==> config.mk <==
export PLATFORM = sky130hd
export DESIGN_NAME = ui_click_decoder
export DESIGN_NICKNAME = d
export VERILOG_FILES = /design/src/rtl/ui_click_decoder.sv
export SDC_FILE = /design/constraint.sdc
export NUM_CORES = 1
export LEC_CHECK = 0
export ABC_AREA = 1
export CAP_MARGIN = 20
export CORE_ASPECT_RATIO = 1.5
export CORE_MARGIN = 2
export CORE_UTILIZATION = 49
export CTS_BUF_LIST = sky130_fd_sc_hd__clkbuf_8
export DETAILED_ROUTE_END_ITERATION = 8
export PLACE_DENSITY = 0.75
export SETUP_SLACK_MARGIN = 0.05
export SYNTH_ARGS = -nofsm -noshare
export SYNTH_HDL_FRONTEND = slang
export SYNTH_SLANG_ARGS = --single-unit
==> constraint.sdc <==
create_clock -name clk -period 1.4 [get_ports clk]
set_input_delay 0.28 -clock clk [delete_from_list [all_inputs] [get_ports clk]]
set_output_delay 0.28 -clock clk [all_outputs]
set_load 0.01 [all_outputs]
==> src/rtl/ui_click_decoder.sv <==
// Maps pointer position and debounced left-button activity to the on-screen button hit.
// Optional macro UI_SELECT_ON_PRESS_EN: select fires on press instead of release.
module ui_click_decoder #(
    parameter int unsigned DEBOUNCE_CYCLES = 250000,
    parameter int unsigned CNT_W           = 18
) (
    input  logic       clk,
    input  logic       rst,
    input  logic [3:0] state,
    input  logic [9:0] mouse_x,
    input  logic [9:0] mouse_y,
    input  logic       mouse_l,
    input  logic [3:0] play_valid,
    output logic [2:0] hover_id,
    output logic       sel_valid,
    output logic [2:0] sel_id
);

    typedef enum logic [2:0] {
        BTN_NONE   = 3'd0,
        BTN_STAGE1 = 3'd1,
        BTN_STAGE2 = 3'd2,
        BTN_STAGE3 = 3'd3,
        BTN_HELP   = 3'd4,
        BTN_NEXT   = 3'd5,
        BTN_BACK   = 3'd6,
        BTN_RETRY  = 3'd7
    } btn_t;

    typedef enum logic [3:0] {
        GS_TITLE    = 4'd0,
        GS_STAFF    = 4'd1,
        GS_STAGE1   = 4'd2,
        GS_SUCCESS1 = 4'd3,
        GS_STAGE2   = 4'd4,
        GS_SUCCESS2 = 4'd5,
        GS_STAGE3   = 4'd6,
        GS_SUCCESS3 = 4'd7,
        GS_FAIL     = 4'd8,
        GS_HELP     = 4'd9
    } game_state_t;

    typedef enum logic [1:0] {
        IDLE     = 2'd0,
        ARMED    = 2'd1,
        WAIT_REL = 2'd2
    } sel_state_t;

    logic [8:0] px;
    logic [8:0] py;
    btn_t       hit_d;
    btn_t       hit_q;

    logic             sync1_q;
    logic             sync2_q;
    logic             db_d;
    logic             db_q;
    logic             db_prev_q;
    logic [CNT_W-1:0] cnt_d;
    logic [CNT_W-1:0] cnt_q;
    logic             db_rise;
    logic             db_fall;

    sel_state_t  state_d;
    sel_state_t  state_q;
    btn_t        arm_id_d;
    btn_t        arm_id_q;
    logic        sel_valid_d;
    logic        sel_valid_q;
    btn_t        sel_id_d;
    btn_t        sel_id_q;
    logic [3:0]  prev_state_q;
    logic        unused_bits;

    assign px = mouse_x[9:1];
    assign py = mouse_y[9:1];
    assign unused_bits = ^{mouse_x[0], mouse_y[0], play_valid[1:0]};

    function automatic logic in_rng(input logic [8:0] v, input logic [8:0] lo, input logic [8:0] hi);
        return (v >= lo) && (v < hi);
    endfunction

    always_comb begin
        hit_d = BTN_NONE;
        case (state)
            GS_TITLE: if (in_rng(px, 9'd120, 9'd200)) begin
                if (in_rng(py, 9'd120, 9'd140))                        hit_d = BTN_STAGE1;
                else if (in_rng(py, 9'd150, 9'd170) && play_valid[2]) hit_d = BTN_STAGE2;
                else if (in_rng(py, 9'd180, 9'd200) && play_valid[3]) hit_d = BTN_STAGE3;
                else if (in_rng(py, 9'd210, 9'd230))                   hit_d = BTN_HELP;
            end
            GS_SUCCESS1, GS_SUCCESS2: if (in_rng(px, 9'd120, 9'd200)) begin
                if (in_rng(py, 9'd140, 9'd160))      hit_d = BTN_NEXT;
                else if (in_rng(py, 9'd180, 9'd200)) hit_d = BTN_BACK;
            end
            GS_SUCCESS3: if (in_rng(px, 9'd120, 9'd200) && in_rng(py, 9'd150, 9'd170)) hit_d = BTN_NEXT;
            GS_FAIL: if (in_rng(px, 9'd120, 9'd200)) begin
                if (in_rng(py, 9'd140, 9'd160))      hit_d = BTN_RETRY;
                else if (in_rng(py, 9'd180, 9'd200)) hit_d = BTN_BACK;
            end
            GS_STAFF: if (in_rng(px, 9'd120, 9'd200) && in_rng(py, 9'd180, 9'd200)) hit_d = BTN_BACK;
            GS_HELP:  if (in_rng(px, 9'd140, 9'd220) && in_rng(py, 9'd200, 9'd220)) hit_d = BTN_BACK;
            default:  hit_d = BTN_NONE;
        endcase
    end

    always_comb begin
        db_d  = db_q;
        cnt_d = cnt_q;
        if (sync2_q == db_q) begin
            cnt_d = '0;
        end else if (cnt_q == CNT_W'(DEBOUNCE_CYCLES - 1)) begin
            db_d  = ~db_q;
            cnt_d = '0;
        end else begin
            cnt_d = cnt_q + CNT_W'(1);
        end
    end

    assign db_rise = db_q & ~db_prev_q;
    assign db_fall = ~db_q & db_prev_q;

    always_comb begin
        state_d     = state_q;
        arm_id_d    = arm_id_q;
        sel_valid_d = 1'b0;
        sel_id_d    = sel_id_q;
        case (state_q)
            IDLE: if (db_rise) begin
`ifdef UI_SELECT_ON_PRESS_EN
                if (hit_q != BTN_NONE) begin
                    sel_valid_d = 1'b1;
                    sel_id_d    = hit_q;
                end
                state_d = WAIT_REL;
`else
                if (hit_q != BTN_NONE) begin
                    state_d  = ARMED;
                    arm_id_d = hit_q;
                end else begin
                    state_d = WAIT_REL;
                end
`endif
            end
            // A release always returns to IDLE, even on a screen change, so no click is swallowed.
            ARMED: if (db_fall) begin
                state_d = IDLE;
                if (hit_q == arm_id_q && state == prev_state_q) begin
                    sel_valid_d = 1'b1;
                    sel_id_d    = arm_id_q;
                end
            end else if (state != prev_state_q) begin
                state_d = WAIT_REL;
            end
            WAIT_REL: if (db_fall) state_d = IDLE;
            default:  state_d = IDLE;
        endcase
    end

    always_ff @(posedge clk) begin
        if (rst) begin
            hit_q        <= BTN_NONE;
            sync1_q      <= 1'b0;
            sync2_q      <= 1'b0;
            db_q         <= 1'b0;
            db_prev_q    <= 1'b0;
            cnt_q        <= '0;
            state_q      <= IDLE;
            arm_id_q     <= BTN_NONE;
            sel_valid_q  <= 1'b0;
            sel_id_q     <= BTN_NONE;
            prev_state_q <= '0;
        end else begin
            hit_q        <= hit_d;
            sync1_q      <= mouse_l;
            sync2_q      <= sync1_q;
            db_q         <= db_d;
            db_prev_q    <= db_q;
            cnt_q        <= cnt_d;
            state_q      <= state_d;
            arm_id_q     <= arm_id_d;
            sel_valid_q  <= sel_valid_d;
            sel_id_q     <= sel_id_d;
            prev_state_q <= state;
        end
    end

    assign hover_id  = hit_q;
    assign sel_valid = sel_valid_q;
    assign sel_id    = sel_id_q;

endmodule

==> metrics.md, run 1 <==
| Metric | Value |
|---|---|
| Worst-case clock buffer depth | 2 |
| Crit path max-delay cell type | dfxtp_2 |
| GR Util All Layers | 22.8% |
| Final period demand of the worst path | 1.51 ns |
| Transition time of the tightest slew-check pin | 0.533 ns |
| Status | finished with violations |
| Unrepaired setup endpoints after global routing | true |
| HPWL Detailed | 3.74 mm |
| Register share of total power | about 48% |
| Failing checks | DRC, setup timing |
| Maximum clock frequency | between 0.6 and 0.7 GHz |
| Pre-Repair DR Iteration Count | 6 |
| Power share of the clock group | 39.5% |
| Power per Cell Area | 707 nW/um^2 |
| Antenna violation net count after detailed routing | 0 |
| Final weighted congestion in routability-driven placement | around 0.89 |
| Wire length of the first global-routing pass | slightly above 9 mm |
| I/O pin count | 38 |
| Number of hold violations in the final report | 0 |
| Internal Power | 1.75 mW |
| Power spent charging and discharging nets | about 550 uW |
| Cells traversed along the worst timing path | buf_6 -> nand4_1 -> nor2_2 -> nand2_2 -> nor2_4 -> inv_2 -> o21ai_1 -> nor3b_2 |
| Worst hold path type | reg2reg |
| Async set-or-reset flop fraction in the synthesized netlist | 0% |
| Startpoint-to-endpoint class of the critical path | reg2reg |
| Most frequent standard cell in the layout excluding fill and tap cells | nand2_1 |
| Pin count of the biggest net entering global routing | 12 |
| Post-synthesis instance area | 2190 sq um |
| Total of fill cells in the finished design | ~320 |
| PnR Total Power | 2.30 mW |
| Commonest non-fill, non-tap cells in the layout | 62 x nand2_1, 52 x inv_1, 44 x buf_4 |
| Maximum capacitance violations | 0 |
| Clock buffer count from CTS | 5 |
| Post-route setup slack | -0.109 ns |
| Count of flip-flops with a built-in enable after synthesis | 0 |
| Type of origin of the critical path | flip-flop |
| Total number of nets in the final design | ~460 |
| Max-slew violation count | 0 |
| Worst-path fanout max | 4 |
| Antenna Diode Count | 0 |
| Total wirelength of the detailed-routed design | 5.45 mm |
| Mean instance size in the synthesized netlist | 6.49 sq um |
| Most used DFF post-synth | dfxtp_1 |
| Layout cells sized above 1 | between 30% and 40% |
| Final sum of negative setup slack | -1.53 ns |
| Vias in the first global route | around 2200 |
| Insertion delay of the later-clocked pin in the worst-skew pair | about 0.30 ns |
| Net Sw Frac | 24.0% |
| Req. time, crit path | 1.63 ns |
| Area overhead of the layout relative to synthesis | 48.7% |
| Overall die height | 85.9 microns |
| Worst Path Arrival | 1.74 ns |
| Portion of total power attributed to combinational logic | approximately 13% |
| Die W | 58.6 microns |
| Placed inst area | 2800 sq um |
| Final critical-path share of the clock period | 108% |
| Via-per-instance ratio | 5.05 |
| Deepest level of the CTS H-tree | 2 |
| Number of design-rule violations left by the first detailed-router iteration | 92 |
| TritonCTS clock tree | done |
| Setup violators final | 19 |
| Clock-pin slew reported for the worst setup and hold paths after clock tree synthesis | 0.08 ns |
| Worst setup EP type | flip-flop |
| Post-cts hold buffer count | 0 |
| Largest voltage drop on the vdd net | 0.408 mV |
| Core outline area | ~4300 sq um |
| Area of all placed cells without fillers | between 3000 and 4000 sq um |
| Number of antenna violations at the first check in global routing | 0 |
| Wire length per cell | 11.6 microns |
| Input/output buffers | 30 |
| Grt ovf | 0 |
| Share of the yosys chip area belonging to registers | about a third |
| Worst relative slew slack | 64.2% |
| Critical path's top delay family | simple AND/OR/NAND/NOR gates |
| Via count | 2373 |
| Buffer type at the clock tree root | clkbuf_8 |
| Mapped Cells | 338 |
| Combined buffer and inverter count along the critical path | 2 |
| Flip-flop and latch count after synthesis | 38 |
| Delay of the slowest cell on the worst path | between 0.3 and 0.4 ns |
| Post-route clock skew | 0.0140 ns |
| Number of rows in the core area | 29 |
| Synth Net Count | 370 |
| Clock Sinks | 38 |
| Area of the die | 5040 sq um |
| Number of distinct standard cells referenced by the synthesized netlist | 32 |
| Warnings, synthesis | 0 |
| DRC violation count after routing | 1 |
| Static power due to leakage | roughly 1.6 nW |
| Starting density of the core | 51.2% |
==> per-stage QoR <==
step | setup slack [ns] | hold slack (ns) | instances | utilization [%]
floorplan | -0.0132 | 0.387 | 338 | -
global placement | -0.409 | 0.389 | 446 | 65.5
detailed placement | -0.480 | 0.409 | 446 | 65.5
CTS | -0.0999 | 0.425 | 463 | 71.6
global route | -0.234 | 0.458 | 470 | 76.1
finish | -0.109 | 0.431 | 470 | 76.1
==> registers in the layout, indices dropped and copies added (netlist names) <==
| register | count |
|---|---|
| cnt_q | 18 |
| prev_state_q | 4 |
| arm_id_q | 3 |
| hover_id | 3 |
| sel_id | 3 |
| state_q | 2 |
| db_prev_q | 1 |
| db_q | 1 |
| sel_valid | 1 |
| sync1_q | 1 |
| sync2_q | 1 |
==> Yosys cell counts (2+ instances only) <==
library cell / n / share of area [%]
nand2_1: 73 / 12
inv_1: 57 / 9.8
nor2_1: 54 / 9.2
dfxtp_1: 38 / 35
nand3_1: 17 / 3.9
nor3_1: 14 / 3.2
a21oi_1: 13 / 3.0
o21ai_0: 10 / 2.3
nand4_1: 9 / 2.6
xor2_1: 9 / 3.6
nor2_2: 7 / 2.0
nor3b_1: 5 / 1.7
a21oi_2: 4 / 1.6
nand2_2: 3 / 0.86
nor4_1: 3 / 0.86
clkbuf_1: 2 / 0.34
nand3b_1: 2 / 0.68
o211ai_1: 2 / 0.68
o21bai_1: 2 / 0.68
or2_2: 2 / 0.57
==> logic make-up after synthesis <==
group           share of synthesized area, %
simple gates                            40.8
flops                                   34.7
fa+ha+maj                              0.571
buf+inv                                 11.2
compound gates                          9.19
xor+xnor                                3.60
==> final cells by class <==
class	count	area, sq um	share of cell area, %
Multi-Input combinational cell	239	1420	43.5
Sequential cell	38	769	23.6
Tap cell	46	57.6	1.77
Clock inverter	3	37.5	1.15
Inverter	58	223	6.83
Clock buffer	5	68.8	2.11
Timing Repair Buffer	81	684	21.0
==> power by group through the flow <==
stage	Combinational (mW)	Sequential, mW	Clock (mW)
final	0.293	1.10	0.911
after detailed placement	0.264	1.12	0
after CTS	0.268	1.10	0.923
after global placement	0.260	1.12	0
after floorplan	0.117	1.12	0
after global routing	0.326	1.10	0.959
==> path summary, 6_finish.rpt <==
check | start | end | slack [ns] | depth (start not counted)
worst max-delay path | cnt_q[1] | cnt_q[15] | -0.11 | 8
worst min register to register | sync1_q | sync2_q | 0.43 | 2
worst min-delay path | sync1_q | sync2_q | 0.43 | 2
worst max register to register | cnt_q[1] | cnt_q[15] | -0.11 | 8
==> worst min-delay path, delay by kind of cell (launching register included) <==
family | cells | cell delay (ns)
buffers and inverters | 1 | 0.05
and+or+nand+nor | 1 | 0.04
DFF | 1 | 0.31
==> layer usage <==
layer	wire [microns]	global-route usage, %	vias to the layer above
met3	185	2.56	10
met2	2870	41.1	60
met1	2280	26.8	1064
met5	0	0	-
met4	113	8.88	0
li1	-	-	1239
==> timing repair <==
action                     in CTS  in global routing
setup endpoints to repair      35                 25
resized for setup              54                 64
pin swaps                      11                 22
setup buffers                   9                  7
Power figures use the tool's default switching activity.
==> run 2, diff against run 1 <==
- GPL_ROUTABILITY_DRIVEN: not set -> 0
- PLACE_DENSITY: 0.75 -> not set
- PLACE_DENSITY_LB_ADDON: not set -> 0.1
==> metrics.md, run 2 (synthesis results as in run 1) <==
| Metric | Value |
|---|---|
| Largest register by flop count | cnt_q |
| Number of antenna violations at the first check in global routing | 0 (unchanged) |
| Die W | 58.6 microns (unchanged) |
| Setup violators final | 19 (unchanged) |
| PnR Total Power | 2.53 mW (+9.7%) |
| Input/output buffers | 30 (unchanged) |
| Combined buffer and inverter count along the critical path | 1 (-1) |
| Starting density of the core | 51.2% (unchanged) |
| Total wirelength of the detailed-routed design | 5.66 mm (+3.9%) |
| Overall die height | 85.9 microns (unchanged) |
| Pre-Repair DR Iteration Count | 4 (-2) |
| TritonCTS clock tree | done |
| Worst-path fanout max | 8 (+4) |
| I/O pin count | 38 (unchanged) |
| Total of fill cells in the finished design | 326 (+2.8%) |
| Number of hold violations in the final report | 0 (unchanged) |
| Post-layout utilization of the core | 76.9% (+0.82 points) |
| Cells traversed along the worst timing path | ha_4 -> nand2_4 -> nor2_4 -> nand2_2 -> nor4_4 -> nand2_2 -> nand2_4 -> buf_12 -> nor3_1 |
| Wire length per cell | 12.0 microns (+3.9%) |
| Area taken by multi-input logic gates | 1400 sq um (-1.3%) |
| Via count | 2376 (+0.13%) |
| Worst Reg-to-Reg Cells | 9 (+1) |
| Worst relative slew slack | 73.6% (+9.4 points) |
| Commonest non-fill, non-tap cells in the layout | 61 x nand2_1, 49 x inv_1, 46 x buf_4 |
| Clock Sinks | 38 (unchanged) |
| Final sum of negative setup slack | -1.73 ns (-0.208 ns) |
| Pin count of the biggest net entering global routing | 14 (+2) |
| Worst setup EP type | flip-flop |
| Post-route setup slack | -0.125 ns (-0.0163 ns) |
| Startpoint-to-endpoint class of the critical path | reg2reg |
| Maximum capacitance violations | 0 (unchanged) |
| Max-slew violation count | 0 (unchanged) |
| Delay of the slowest cell on the worst path | 0.37 ns (about the same) |
| Static power due to leakage | 1.59 nW (+0.93%) |
| Area of all placed cells without fillers | 3290 sq um (+1.1%) |
| Worst hold path type | reg2reg |
| Type of origin of the critical path | flip-flop |
| Area of the die | 5040 sq um (unchanged) |
| Via-per-instance ratio | 5.06 (+0.13%) |
| Stages on the worst setup path | 9 (+1) |
| Vias in the first global route | 2330 (+5.0%) |
| DRC violation count after routing | 0 (-1) |
| Most frequent standard cell in the layout excluding fill and tap cells | nand2_1 |
| Buffer type at the clock tree root | clkbuf_8 |
| Critical path's top delay family | simple AND/OR/NAND/NOR gates |
| Area overhead of the layout relative to synthesis | 50.3% |
| Deepest level of the CTS H-tree | 2 (unchanged) |
| Max FFs per register | 18 (unchanged) |
| Post-route clock skew | 0.00977 ns (-0.00420 ns) |
| Unrepaired setup endpoints after global routing | true |
| Antenna violation net count after detailed routing | 0 (unchanged) |
| Final critical-path share of the clock period | 109% (+1.2 points) |
| Transition time of the tightest slew-check pin | 0.393 ns (-0.140 ns) |
| Inst Count DP | 452 (+1.3%) |
| Insertion delay of the later-clocked pin in the worst-skew pair | 0.30 ns (about the same) |
| Number of design-rule violations left by the first detailed-router iteration | 96 (+4.3%) |
| Layout cells sized above 1 | 33.0% (-1.2 points) |
| Power per Cell Area | 767 nW/um^2 (+8.5%) |
| Clock-pin slew reported for the worst setup and hold paths after clock tree synthesis | 0.08 ns (about the same) |
| Worst-case clock buffer depth | 2 (unchanged) |
| Placed inst area | 2850 sq um (+1.6%) |
| Wire length of the first global-routing pass | 9.30 mm (+1.7%) |
| HPWL Detailed | 4.01 mm (+7.2%) |
| Req. time, crit path | 1.58 ns (-0.05 ns) |
| Post-cts hold buffer count | 0 (unchanged) |
| Non-filler instance count after layout | 470 (unchanged) |
| Antenna Diode Count | 0 (unchanged) |
| Largest voltage drop on the vdd net | 0.665 mV (+63%) |
| Largest regs | cnt_q x18, prev_state_q x4 |
| Worst Path Arrival | 1.71 ns (-0.03 ns) |
| Clock buffer count from CTS | 5 (unchanged) |
| GR Util All Layers | 23.8% (+1.0 points) |
| Core outline area | 4280 sq um (unchanged) |
| Crit path max-delay cell type | dfxtp_4 |
| Hold path depth | 2 (unchanged) |
| Total number of nets in the final design | 455 (unchanged) |
| Grt ovf | 0 (unchanged) |
| Number of rows in the core area | 29 (unchanged) |
| Maximum clock frequency | 0.656 GHz (-1.1%) |
| Failing checks | setup timing |
| Status | finished with violations |
| Reg area | 772 sq um (+0.33%) |
| Final period demand of the worst path | 1.53 ns (+0.0163 ns) |
==> run 2: changes by cell type in the layout (fill, tap and decap cells not counted), sizes merged <==
cell,delta
buf,-1
dlygate4sd2,+6
dlymetal6s2s,+1
clkinv,+1
clkdlybuf4s15,-5
bufinv,+1
inv,-2
clkbuf,-2
clkdlybuf4s50,+1
==> run 2: cell type report <==
cell class / instances / area share (%)
Clock inverter: 3 / 2.09
Timing Repair Buffer: 81 / 21.5
Clock buffer: 5 / 2.09
Multi-Input combinational cell: 239 / 42.5
Inverter: 58 / 6.61
Sequential cell: 38 / 23.4
Tap cell: 46 / 1.75
==> run 2: tightest hold or removal path, stage by stage (launching register included) <==
cell and delay, ns:
dfxtp_1 0.31, inv_1 0.04, nor2_1 0.03
==> run 2: repair_timing <==
action,in CTS,in global routing
buffers inserted,6,6
gates cloned,0,1
pin swaps,12,20
setup endpoints to repair,35,27
gates resized for setup,44,53
==> run 2: stage by stage <==
stage	hold WS, ns	setup WS (ns)
final	0.415	-0.125
after global routing	0.444	-0.244
after CTS	0.417	-0.118
after detailed placement	0.405	-0.452
after global placement	0.412	-0.439
after floorplan	0.387	-0.0132
==> run 2: power breakdown <==
| group | switching, mW | internal (mW) | total [mW] |
|---|---|---|---|
| registers | 0.00691 | 1.09 | 1.10 |
| logic | 0.152 | 0.145 | 0.297 |
| clock network | 0.418 | 0.714 | 1.13 |
| total | 0.577 | 1.95 | 2.53 |
==> run 2: worst paths after layout <==
path	from	to	slack, ns
worst min-delay path	sync1_q	sync2_q	0.42
worst max-delay path	cnt_q[0]	cnt_q[11]	-0.13
worst max register to register	cnt_q[0]	cnt_q[11]	-0.13
worst min register to register	sync1_q	sync2_q	0.42
==> run 2: per-layer routing <==
| metal | up-vias | wire, microns | GRT usage, % |
|---|---|---|---|
| met3 | 16 | 184 | 3.92 |
| li1 | 1237 | - | - |
| met2 | 46 | 3190 | 45.3 |
| met1 | 1077 | 2100 | 23.4 |
| met4 | 0 | 182 | 13.0 |
| met5 | - | 0 | 0 |
==> run 3, diff against run 2 <==
- CTS_CLUSTER_SIZE: not set -> 28
==> results of run 3 <==
Same layout as run 2: the final DEF is identical, and so are final timing and power.
